===== config.mk =====
export PLATFORM = sky130hd
export DESIGN_NAME = hlr_booth_seq_mult
export DESIGN_NICKNAME = d
export VERILOG_FILES = /design/src/rtl/hlr_booth_seq_mult.sv
export SDC_FILE = /design/constraint.sdc
export NUM_CORES = 1
export LEC_CHECK = 0
export CAP_MARGIN = 20
export CORE_UTILIZATION = 25
export DETAILED_ROUTE_END_ITERATION = 12
export DONT_BUFFER_PORTS = 1
export SYNTH_ARGS = -nofsm -noshare
export SYNTH_HDL_FRONTEND = slang
export SYNTH_SLANG_ARGS = --single-unit

===== constraint.sdc =====
create_clock -name clk -period 6.7 [get_ports clk]
set_input_delay 0.67 -clock clk [delete_from_list [all_inputs] [get_ports clk]]
set_output_delay 0.67 -clock clk [all_outputs]
set_load 0.005 [all_outputs]

===== src/rtl/hlr_booth_seq_mult.sv =====
// Iterative signed hybrid-radix Booth multiplier: radix-8 groups (optionally R8ABE2-approximated)
// at the LSB end, exact radix-4 groups above, one partial product accumulated per clock.
module hlr_booth_seq_mult #(
   parameter int WIDTH     = 8,
   parameter int R8_GROUPS = 2
) (
   input  logic                 clk,
   input  logic                 rst,
   input  logic                 in_valid,
   output logic                 in_ready,
   input  logic [WIDTH-1:0]     x,
   input  logic [WIDTH-1:0]     y,
   input  logic                 approx_en,
   output logic                 out_valid,
   input  logic                 out_ready,
   output logic [2*WIDTH-1:0]   prod,
   output logic                 approx_hit,
   output logic                 busy
);

   localparam int R4_GROUPS = (WIDTH - 3*R8_GROUPS) / 2;
   localparam int NGRP      = R8_GROUPS + R4_GROUPS;
   localparam int ACCW      = 2*WIDTH + 2;
   localparam int CW        = (NGRP > 1) ? $clog2(NGRP) : 1;
   localparam logic [CW-1:0]   LAST_CNT = CW'(NGRP - 1);
   localparam logic [CW-1:0]   CNT_ONE  = CW'(1'b1);
   localparam logic [ACCW-1:0] ACC_ZERO = {ACCW{1'b0}};

   generate
      if (WIDTH < 4 || (WIDTH % 2) != 0 || R8_GROUPS < 0 || 3*R8_GROUPS > WIDTH ||
          ((WIDTH - 3*R8_GROUPS) % 2) != 0) begin : g_bad_params
         $error("hlr_booth_seq_mult: illegal WIDTH/R8_GROUPS combination");
      end
   endgenerate

   typedef enum logic [1:0] {
      S_IDLE = 2'd0,
      S_RUN  = 2'd1,
      S_DONE = 2'd2
   } state_t;

   state_t               r_state;
   state_t               w_state_nxt;
   logic [WIDTH:0]       r_xz;
   logic [WIDTH-1:0]     r_y;
   logic                 r_approx;
   logic [CW-1:0]        r_cnt;
   logic [ACCW-1:0]      r_acc;
   logic                 r_hit;
   logic [2*WIDTH-1:0]   r_prod;
   logic                 r_approx_hit;
   logic                 r_in_ready;
   logic                 r_out_valid;
   logic                 r_busy;

   int                   w_base;
   logic                 w_is_r8;
   logic [3:0]           w_code;
   logic [2:0]           w_mag;
   logic                 w_neg;
   logic                 w_hit;
   logic [ACCW-1:0]      w_ysx;
   logic [ACCW-1:0]      w_mult;
   logic [ACCW-1:0]      w_pp;
   logic [ACCW-1:0]      w_acc_nxt;
   logic                 w_last;

   // Locate the current group in {x,0}: radix-8 groups step by 3 bits, radix-4 groups by 2.
   always_comb begin
      w_is_r8 = (int'(r_cnt) < R8_GROUPS);
      if (w_is_r8) begin
         w_base = 3 * int'(r_cnt);
      end else begin
         w_base = 3*R8_GROUPS + 2*(int'(r_cnt) - R8_GROUPS);
      end
      w_code = 4'(r_xz >> w_base);
   end

   // Recode the group into a signed digit magnitude; approx mode swaps +-3C for +-2C/+-4C.
   always_comb begin
      w_mag = 3'd0;
      w_neg = 1'b0;
      w_hit = 1'b0;
      if (w_is_r8) begin
         case (w_code)
            4'b0001, 4'b0010: w_mag = 3'd1;
            4'b0011, 4'b0100: w_mag = 3'd2;
            4'b0101: begin w_mag = r_approx ? 3'd2 : 3'd3; w_hit = r_approx; end
            4'b0110: begin w_mag = r_approx ? 3'd4 : 3'd3; w_hit = r_approx; end
            4'b0111: w_mag = 3'd4;
            4'b1000: begin w_mag = 3'd4; w_neg = 1'b1; end
            4'b1001: begin w_mag = r_approx ? 3'd4 : 3'd3; w_neg = 1'b1; w_hit = r_approx; end
            4'b1010: begin w_mag = r_approx ? 3'd2 : 3'd3; w_neg = 1'b1; w_hit = r_approx; end
            4'b1011, 4'b1100: begin w_mag = 3'd2; w_neg = 1'b1; end
            4'b1101, 4'b1110: begin w_mag = 3'd1; w_neg = 1'b1; end
            default: w_mag = 3'd0;
         endcase
      end else begin
         case (w_code[2:0])
            3'b001, 3'b010: w_mag = 3'd1;
            3'b011:         w_mag = 3'd2;
            3'b100:         begin w_mag = 3'd2; w_neg = 1'b1; end
            3'b101, 3'b110: begin w_mag = 3'd1; w_neg = 1'b1; end
            default:        w_mag = 3'd0;
         endcase
      end
   end

   // Build the weighted partial product and the next accumulator value.
   always_comb begin
      w_ysx = {{(ACCW-WIDTH){r_y[WIDTH-1]}}, r_y};
      case (w_mag)
         3'd1:    w_mult = w_ysx;
         3'd2:    w_mult = w_ysx << 1;
         3'd3:    w_mult = (w_ysx << 1) + w_ysx;
         3'd4:    w_mult = w_ysx << 2;
         default: w_mult = ACC_ZERO;
      endcase
      if (w_neg) begin
         w_pp = (ACC_ZERO - w_mult) << w_base;
      end else begin
         w_pp = w_mult << w_base;
      end
      w_acc_nxt = r_acc + w_pp;
      w_last    = (r_cnt == LAST_CNT);
   end

   // Next-state logic for the IDLE/RUN/DONE handshake FSM.
   always_comb begin
      w_state_nxt = r_state;
      case (r_state)
         S_IDLE:  if (in_valid) w_state_nxt = S_RUN;  else w_state_nxt = S_IDLE;
         S_RUN:   if (w_last)   w_state_nxt = S_DONE; else w_state_nxt = S_RUN;
         S_DONE:  if (out_ready) w_state_nxt = S_IDLE; else w_state_nxt = S_DONE;
         default: w_state_nxt = S_IDLE;
      endcase
   end

   // State register.
   always_ff @(posedge clk) begin
      if (rst) begin
         r_state <= S_IDLE;
      end else begin
         r_state <= w_state_nxt;
      end
   end

   // Operand capture, accumulation and registered handshake/result outputs.
   always_ff @(posedge clk) begin
      if (rst) begin
         r_xz         <= {(WIDTH+1){1'b0}};
         r_y          <= {WIDTH{1'b0}};
         r_approx     <= 1'b0;
         r_cnt        <= {CW{1'b0}};
         r_acc        <= ACC_ZERO;
         r_hit        <= 1'b0;
         r_prod       <= {(2*WIDTH){1'b0}};
         r_approx_hit <= 1'b0;
         r_in_ready   <= 1'b1;
         r_out_valid  <= 1'b0;
         r_busy       <= 1'b0;
      end else begin
         r_in_ready  <= (w_state_nxt == S_IDLE);
         r_out_valid <= (w_state_nxt == S_DONE);
         r_busy      <= (w_state_nxt != S_IDLE);
         case (r_state)
            S_IDLE: begin
               if (in_valid) begin
                  r_xz     <= {x, 1'b0};
                  r_y      <= y;
                  r_approx <= approx_en;
                  r_acc    <= ACC_ZERO;
                  r_hit    <= 1'b0;
                  r_cnt    <= {CW{1'b0}};
               end
            end
            S_RUN: begin
               r_acc <= w_acc_nxt;
               r_hit <= r_hit | w_hit;
               r_cnt <= r_cnt + CNT_ONE;
               if (w_last) begin
                  r_prod       <= w_acc_nxt[2*WIDTH-1:0];
                  r_approx_hit <= r_hit | w_hit;
               end
            end
            default: begin
            end
         endcase
      end
   end

   assign in_ready   = r_in_ready;
   assign out_valid  = r_out_valid;
   assign busy       = r_busy;
   assign prod       = r_prod;
   assign approx_hit = r_approx_hit;

endmodule


== After elaboration in Yosys (flattened, before gate mapping) ==
Cells that the tools add are included.
Storage, ports and cells
  flip-flop bits (word level): 60
  input bits: 21
  output and inout bits: 20
  logic and storage cells: 93
Operators by class
  add/subtract/negate cells: 6
  multipliers: 1
  order comparisons: 1
  equal/unequal tests: 29
  shift-type cells: 3
  muxes and demuxes: 23
  bitwise operators: 1
  reductions and logical operators: 17
Operator list (number)
  one-hot mux 18 bit (4 select lines): 1
  << shifter 18 x 32 -> 18 bit: 2
  two-way mux 18 bit: 2
  one-hot mux 18 bit (2 select lines): 1
  two-way mux 32 bit: 1
  right shift 9 x 32 -> 4 bit: 1
  equality test 4 bit, second input constant: 7
  adder 18 bit: 1
  subtractor 1 x 18 -> 18 bit, first input constant: 1
  equality test 4 x 3 -> 1 bit, second input constant: 4
  OR reduction 4 bit: 4
  one-hot mux 3 bit (5 select lines): 1
  equality test 3 x 2 -> 1 bit, second input constant: 4
  equality test 3 bit, second input constant: 4
  adder 9 x 8 -> 10 bit: 1
  equality test 4 x 2 -> 1 bit, second input constant: 2
  two-way mux 1 bit: 8
  one-hot mux 2 bit (2 select lines): 2
  OR reduction 2 bit: 4
  OR reduction 7 bit: 1
  equality test 2 bit, second input constant: 3
  equality test 3 x 1 -> 1 bit, second input constant: 2
  two-way mux 2 bit: 3
  two-way mux 3 bit: 2
  other kinds (15): 19

== Logic depth before layout (Yosys ltp) ==
  depth in word-level cells: 15
  mapped depth: 41
  mapped depth without buffers: 38

== Worst setup path before layout ==
No wires, ideal clock.
  path kind: reg2reg
  start point: reg r_cnt[1]
  end point: reg r_prod[14], in the netlist prod[14]
  library setup time: 106 ps
  arrival time: 7262 ps
  required time: 6594 ps
  slack: -668 ps
  stages on the path, launching flop included: 37
  path buffers: 3
  period minus slack after synthesis: 7368 ps
  cell sequence: dfxtp_1 > buf_2 > inv_1 > ha_1 > buf_2 > buf_2 > nand2_1 > mux4_1 > nor2_1 > a31oi_1 > inv_1 > ha_1 > nor2b_1 > o21ai_0 > o311a_1 > mux2i_4 > mux2_1 > a22o_2 > a21oi_1 > a21oi_1 > mux2_2 > a21oi_1 > mux2i_1 > a22oi_1 > nor2_1 > ha_1 > a21boi_0 > o21ai_0 > a21boi_0 > o21ai_0 > a21boi_0 > o21ai_0 > a21boi_0 > o21a_1 > o211a_1 > or2_2 > o311ai_0
Between the ends
  longest elaborated chain between the ends: 14
  elaborated cells between the ends (all ways): 53
  classes of those cells: 4 x add/sub; 1 x mul; 1 x order compare; 25 x eq/ne; 3 x shift; 9 x mux; 10 x reduce/logical
RTL lines
  start: declaration: RTL line 47  | logic [CW-1:0] r_cnt;
  start signal: assignment: RTL line 154  | r_cnt <= {CW{1'b0}};
  start signal: assignment: RTL line 174  | r_cnt <= {CW{1'b0}};
  start signal: assignment: RTL line 180  | r_cnt <= r_cnt + CNT_ONE;
  subtractor 2 x 2 -> 3 bit: RTL line 74  | w_base = 3*R8_GROUPS + 2*(int'(r_cnt) - R8_GROUPS);
  adder 4 x 4 -> 5 bit: RTL line 74
  two-way mux 32 bit: RTL line 71  | if (w_is_r8) begin
  right shift 9 x 32 -> 4 bit: RTL line 76  | w_code = 4'(r_xz >> w_base);
  equality test 4 bit (tied with other cells): RTL line 85  | case (w_code)
  OR reduction 4 bit (no source line) / OR reduction 2 bit (equally long branches)
  one-hot mux 3 bit (5 select lines) / one-hot mux 2 bit (2 select lines) (equally long branches): RTL line 85, 99
  two-way mux 3 bit: RTL line 84  | if (w_is_r8) begin
  equality test 3 bit (tied with other cells): RTL line 112  | case (w_mag)
  one-hot mux 18 bit (4 select lines): RTL line 112
  subtractor 1 x 18 -> 18 bit: RTL line 120  | w_pp = (ACC_ZERO - w_mult) << w_base;
  << shifter 18 x 32 -> 18 bit: RTL line 120
  two-way mux 18 bit: RTL line 119  | if (w_neg) begin
  adder 18 bit: RTL line 124  | w_acc_nxt = r_acc + w_pp;
  end signal: assignment: RTL line 157  | r_prod <= {(2*WIDTH){1'b0}};
  end signal: assignment: RTL line 182  | r_prod <= w_acc_nxt[2*WIDTH-1:0];
  end: declaration: RTL line 50  | logic [2*WIDTH-1:0] r_prod;
Parallel ways exist; a longest one is shown, timed or not.
A chain may end at the register's enable or synchronous reset.

== Final worst setup path ==
  start point: reg r_cnt[1]
  end point: reg r_acc[12]
Between the ends
  longest elaborated chain between the ends: 15
  elaborated cells between the ends (all ways): 52
  classes of those cells: 4 x add/sub; 1 x mul; 1 x order compare; 24 x eq/ne; 3 x shift; 10 x mux; 9 x reduce/logical
RTL lines
  subtractor 2 x 2 -> 3 bit: RTL line 74
  adder 4 x 4 -> 5 bit: RTL line 74
  two-way mux 32 bit: RTL line 71
  right shift 9 x 32 -> 4 bit: RTL line 76
  equality test 4 bit (tied with other cells): RTL line 85
  OR reduction 4 bit (no source line) / OR reduction 2 bit (equally long branches)
  one-hot mux 3 bit (5 select lines) / one-hot mux 2 bit (2 select lines) (equally long branches): RTL line 85, 99
  two-way mux 3 bit: RTL line 84
  equality test 3 bit (tied with other cells): RTL line 112
  one-hot mux 18 bit (4 select lines): RTL line 112
  subtractor 1 x 18 -> 18 bit: RTL line 120
  << shifter 18 x 32 -> 18 bit: RTL line 120
  two-way mux 18 bit (*): RTL line 119
  adder 18 bit (*): RTL line 124
  one-hot mux 18 bit (2 select lines) (*): RTL line 166  | case (r_state)
  end signal: assignment: RTL line 178  | r_acc <= w_acc_nxt;
  end: declaration: RTL line 48  | logic [ACCW-1:0] r_acc;
Every way passes the cells marked *; elsewhere a longest branch is shown, timed or not.

==> flow_summary.html <==
<table>
<tr><th>Metric</th><th>Value</th></tr>
<tr><th colspan="2">Run status</th></tr>
<tr><td>Run status</td><td>finished clean</td></tr>
<tr><th colspan="2">Timing</th></tr>
<tr><td>Number of hold violations in the final report</td><td>0</td></tr>
<tr><td>RSZ-0062 raised after global routing</td><td>true</td></tr>
<tr><td>Final worst path period need</td><td>6630 ps</td></tr>
<tr><td>Clock Skews</td><td>9.78 ps</td></tr>
<tr><td>Final period util</td><td>98.9%</td></tr>
<tr><td>Fin Hold WS</td><td>405 ps</td></tr>
<tr><td>Minimum setup slack in the final design</td><td>75.0 ps</td></tr>
<tr><td>Maximum achievable frequency</td><td>151 MHz</td></tr>
<tr><td>Setup TNS Final</td><td>0 ps</td></tr>
<tr><td>Relative slew slack</td><td>between 40% and 50%</td></tr>
<tr><td>Number of failing setup endpoints in the final timing report</td><td>0</td></tr>
<tr><td>Transition time of the tightest slew-check pin</td><td>832 ps</td></tr>
<tr><td>Count of final max-slew check failures</td><td>0</td></tr>
<tr><th colspan="2">Synthesis</th></tr>
<tr><td>Synth area leaders</td><td>dfxtp_1 (23%), ha_1 (8.2%), nand2_1 (7.0%), a21oi_1 (5.9%), nor2_1 (4.6%)</td></tr>
<tr><td>Count of flip-flops with a built-in enable after synthesis</td><td>0</td></tr>
<tr><td>Async S/R FF share, synth</td><td>0%</td></tr>
<tr><td>Count of different cell masters after synthesis</td><td>84</td></tr>
<tr><td>Synth top area share</td><td>23.1%</td></tr>
<tr><td>Yosys synthesis warning count</td><td>0</td></tr>
<tr><td>Average cell area after synthesis</td><td>7.78 µm²</td></tr>
<tr><td>Synthesized netlist cell count</td><td>647</td></tr>
<tr><td>Number of nets produced by synthesis</td><td>703</td></tr>
<tr><td>Portion of the post-synthesis area used by sequential elements</td><td>23.1%</td></tr>
<tr><td>Combinational family with the most area after synthesis</td><td>compound AO/OA/AOI/OAI gates</td></tr>
<tr><td>Number of synthesized register bits</td><td>between 50 and 60</td></tr>
<tr><td>Xor and xnor area share after synthesis</td><td>around 3.3%</td></tr>
<tr><td>Compound-gate portion of the synthesized area</td><td>about 27%</td></tr>
<tr><td>Share of cell area taken by muxes after synthesis</td><td>8.78%</td></tr>
<tr><td>Synth Area in Simple Gates</td><td>23.6%</td></tr>
<tr><td>Post-synthesis cell area</td><td>0.00503 mm²</td></tr>
<tr><td>Ys flop type</td><td>dfxtp_1</td></tr>
<tr><td>Library cell occupying the most area in the post-synthesis netlist</td><td>dfxtp_1</td></tr>
<tr><td>Arithmetic-cell share of the synthesized area counting full adders, half adders and majority gates</td><td>9.00%</td></tr>
<tr><th colspan="2">Worst setup path</th></tr>
<tr><td>Count of cells along the worst register-to-register path</td><td>37</td></tr>
<tr><td>Startpoint kind of the worst setup timing path</td><td>register</td></tr>
<tr><td>Setup crit end kind</td><td>register</td></tr>
<tr><td>Crit. Startpoint</td><td>r_cnt[1]</td></tr>
<tr><td>Worst R2R Setup Slack</td><td>70 ps</td></tr>
<tr><td>Slowest cell on the critical path</td><td>or3_4</td></tr>
<tr><td>Critical path capture point</td><td>r_acc[12]</td></tr>
<tr><td>Beginning of the worst register-to-register path</td><td>r_cnt[1]</td></tr>
<tr><td>Setup CP Type</td><td>register to register</td></tr>
<tr><td>Maximum fanout count along the critical path</td><td>5</td></tr>
<tr><td>Arrival time of the worst setup path</td><td>6840 ps</td></tr>
<tr><td>Worst endpoint required time</td><td>6920 ps</td></tr>
<tr><td>Largest stage delay on the critical path</td><td>about 370 ps</td></tr>
<tr><td>Reg2Reg Capture Point</td><td>r_acc[12]</td></tr>
<tr><th colspan="2">Layout</th></tr>
<tr><td>Fraction of layout instances using a drive strength above 1</td><td>27.5%</td></tr>
<tr><td>Non-filler cells in the finished layout</td><td>982</td></tr>
<tr><td>Sequential cell area in the final layout</td><td>0.00117 mm²</td></tr>
<tr><td>Diodes inserted</td><td>0</td></tr>
<tr><td>Number of nets in the final layout</td><td>768</td></tr>
<tr><td>Area taken by multi-input logic gates</td><td>0.00392 mm²</td></tr>
<tr><td>Number of fill cells</td><td>2047</td></tr>
<tr><td>Area growth, synth to finish</td><td>29.3%</td></tr>
<tr><th colspan="2">CTS</th></tr>
<tr><td>Number of buffers inserted during clock tree synthesis</td><td>9</td></tr>
<tr><td>Clock-pin slew of the registers on the worst-case setup and hold paths</td><td>~50 ps</td></tr>
<tr><td>CTS tree</td><td>done</td></tr>
<tr><td>Skew-Pair Late Insertion Delay</td><td>roughly 330 ps</td></tr>
<tr><td>Hold-fix buffers at CTS</td><td>0</td></tr>
<tr><td>Number of sinks driven by the clock tree</td><td>58</td></tr>
<tr><td>Root buffer cell</td><td>clkbuf_16</td></tr>
<tr><td>Max H-tree Level</td><td>3</td></tr>
<tr><td>Clk buf depth</td><td>2</td></tr>
<tr><th colspan="2">Route</th></tr>
<tr><td>DRT antenna net count</td><td>0</td></tr>
<tr><td>Number of DRC markers in iteration 0</td><td>365</td></tr>
<tr><td>Vias per Instance</td><td>5.01</td></tr>
<tr><td>Routed wire per std cell</td><td>14.8 µm</td></tr>
<tr><td>Post-Route WL</td><td>14500 µm</td></tr>
<tr><td>Remaining routing DRC violations</td><td>0</td></tr>
<tr><td>Total number of vias</td><td>4921</td></tr>
<tr><td>Detailed-router iteration count before antenna repair</td><td>4</td></tr>
<tr><th colspan="2">Placement</th></tr>
<tr><td>Placer's final routability congestion estimate</td><td>0.856</td></tr>
<tr><td>Port bufs</td><td>0</td></tr>
<tr><td>Post-Place Cells</td><td>947</td></tr>
<tr><td>Half-perimeter wire length after detailed placement</td><td>10900 µm</td></tr>
<tr><td>Post-Place Setup Slack</td><td>-229 ps</td></tr>
<tr><th colspan="2">Global route</th></tr>
<tr><td>Overall routing resource usage</td><td>14.2%</td></tr>
<tr><td>Number of global-route vias before repair</td><td>4569</td></tr>
<tr><td>Maximum number of pins on one net before global-route repair</td><td>63</td></tr>
<tr><td>Initial antenna violation count</td><td>0</td></tr>
<tr><td>First-pass GRT wire length</td><td>23100 µm</td></tr>
<tr><td>Remaining global-route overflow</td><td>0</td></tr>
<tr><th colspan="2">Die</th></tr>
<tr><td>Top-level I/O count</td><td>between 40 and 50</td></tr>
<tr><td>Starting density of the core</td><td>25.7%</td></tr>
<tr><td>Row count</td><td>~50</td></tr>
<tr><td>DIE HEIGHT</td><td>144 µm</td></tr>
<tr><td>Die width</td><td>approximately 140 µm</td></tr>
<tr><td>Std-Cell Core Area</td><td>0.0196 mm²</td></tr>
<tr><td>Area of the die</td><td>0.0207 mm²</td></tr>
<tr><th colspan="2">Flow run</th></tr>
<tr><td>Max cap viols</td><td>0</td></tr>
<tr><th colspan="2">Power and ir drop</th></tr>
<tr><td>Switching power share of the total</td><td>about a third</td></tr>
<tr><td>Power share of the sequential group</td><td>26.0%</td></tr>
<tr><td>Internal power</td><td>0.000969 W</td></tr>
<tr><td>Switching power</td><td>just under 0.0005 W</td></tr>
<tr><td>Leak</td><td>2.60 nW</td></tr>
<tr><td>Areal power density over the cells</td><td>roughly 220 mW/mm²</td></tr>
<tr><td>Share of power burned in the clock network</td><td>31.6%</td></tr>
<tr><td>Peak supply drop</td><td>0.000103 V</td></tr>
<tr><td>Fraction of power consumed by combinational cells</td><td>42.5%</td></tr>
<tr><th colspan="2">Worst hold path</th></tr>
<tr><td>Start point of the worst hold path</td><td>rst</td></tr>
<tr><td>Type of the tightest min-delay check</td><td>primary input to register</td></tr>
</table>
-- per-stage QoR --
step,util [%],power [W],area (µm²)
6_report,33.2,0.00146,6510
5_1_grt,33.2,0.00154,6510
4_1_cts,31.8,0.00143,6230
3_5_place_dp,29.5,0.000920,5780
3_3_place_gp,29.5,0.000919,5780
2_1_floorplan,-,0.000760,5110
-- per-layer routing --
metal	vias to the layer above	global-route usage (%)	wire length, µm
met5	-	0	0
met4	0	6.89	524
met3	32	2.17	460
met2	93	23.6	7150
met1	2317	17.9	6420
li1	2479	-	-
-- area by class of cell --
cell class,instances,area share (%)
Timing Repair Buffer,89,10.5
Clock inverter,2,0.538
Sequential cell,58,18.0
Inverter,27,1.60
Tap cell,265,5.10
Multi-Input combinational cell,527,60.3
Clock buffer,14,4.06
-- registers in the layout, indices dropped and copies added (netlist names) --
register / count
r_acc: 16
r_xz: 8
in_ready: 1
prod: 16
busy: 1
r_approx: 1
approx_hit: 1
out_valid: 1
r_hit: 1
r_state: 2
r_y: 8
r_cnt: 2
-- cells in the mapped netlist, drive strengths merged, types with 3 or more instances --
cell type,instances
a211o,3
a211oi,8
a21boi,4
a21o,9
a21oi,61
a22o,4
a22oi,15
a31oi,9
a41oi,3
and2,6
and3,4
buf,11
clkbuf,24
dfxtp,58
ha,33
inv,27
mux2,7
mux2i,23
mux4,5
nand2,94
nand2b,11
nand3,16
nand3b,4
nand4,5
nor2,63
nor2b,5
nor3,15
nor3b,3
nor4,4
o2111ai,7
o211a,4
o211ai,8
o21a,6
o21ai,27
or2,6
or3,8
xnor2,15
xor2,4
-- power by group through the flow --
stage | clock network [W] | registers, W | logic (W)
2_1_floorplan | 0 | 0.000380 | 0.000380
6_report | 0.000462 | 0.000379 | 0.000620
4_1_cts | 0.000478 | 0.000378 | 0.000571
5_1_grt | 0.000484 | 0.000381 | 0.000679
3_3_place_gp | 0 | 0.000385 | 0.000534
3_5_place_dp | 0 | 0.000386 | 0.000535
-- cells by family after synthesis --
family          after synthesis
flops                        58
buf+inv                      62
simple gates                248
fa+ha+maj                    35
compound gates              190
mux                          35
xor+xnor                     19
-- cell usage in the layout (no fill, tap or decap), types with 5 or more instances in the layout --
cell type	synthesis	final
xnor2_1	15	15
a21oi_2	2	6
or3_1	7	5
dfxtp_1	58	56
o21ai_0	24	14
nand3_1	15	14
o21ai_1	3	10
o2111ai_1	6	5
buf_4	2	85
ha_4	0	5
inv_1	24	21
ha_1	33	26
mux2i_1	22	16
nand2_1	94	94
nand2b_1	10	10
mux4_2	4	5
nand4_1	5	5
clkbuf_16	0	9
inv_2	3	5
a31oi_1	9	7
nor3_1	13	10
a22oi_1	15	13
a21oi_1	59	54
o21a_1	6	6
a21o_1	9	9
o211ai_1	7	7
nor2_1	62	59
-- worst max-delay path, delay by kind of cell, from the launching register on --
kind,cells,cell delay (ps)
compound gates,15,2460
simple gates,9,1420
mux,4,910
fa+ha+maj,4,840
buf+inv,5,520
flops,1,360
-- worst min path at each step --
stage	endpoint	slack (ps)	cells after the start
2_1_floorplan	r_xz[4]	450	2
3_3_place_gp	r_xz[1]	460	2
3_5_place_dp	r_xz[1]	460	2
4_1_cts	r_y[4]	390	1
5_1_grt	r_state[1]	400	1
6_report	r_y[4]	410	1
-- timing repair --
item,in CTS,in global routing
resized for setup,15,50
pin swaps,15,35
buffers inserted,12,7
endpoints found under the setup margin,8,12
No activity file was read; power rests on OpenSTA's default activity.
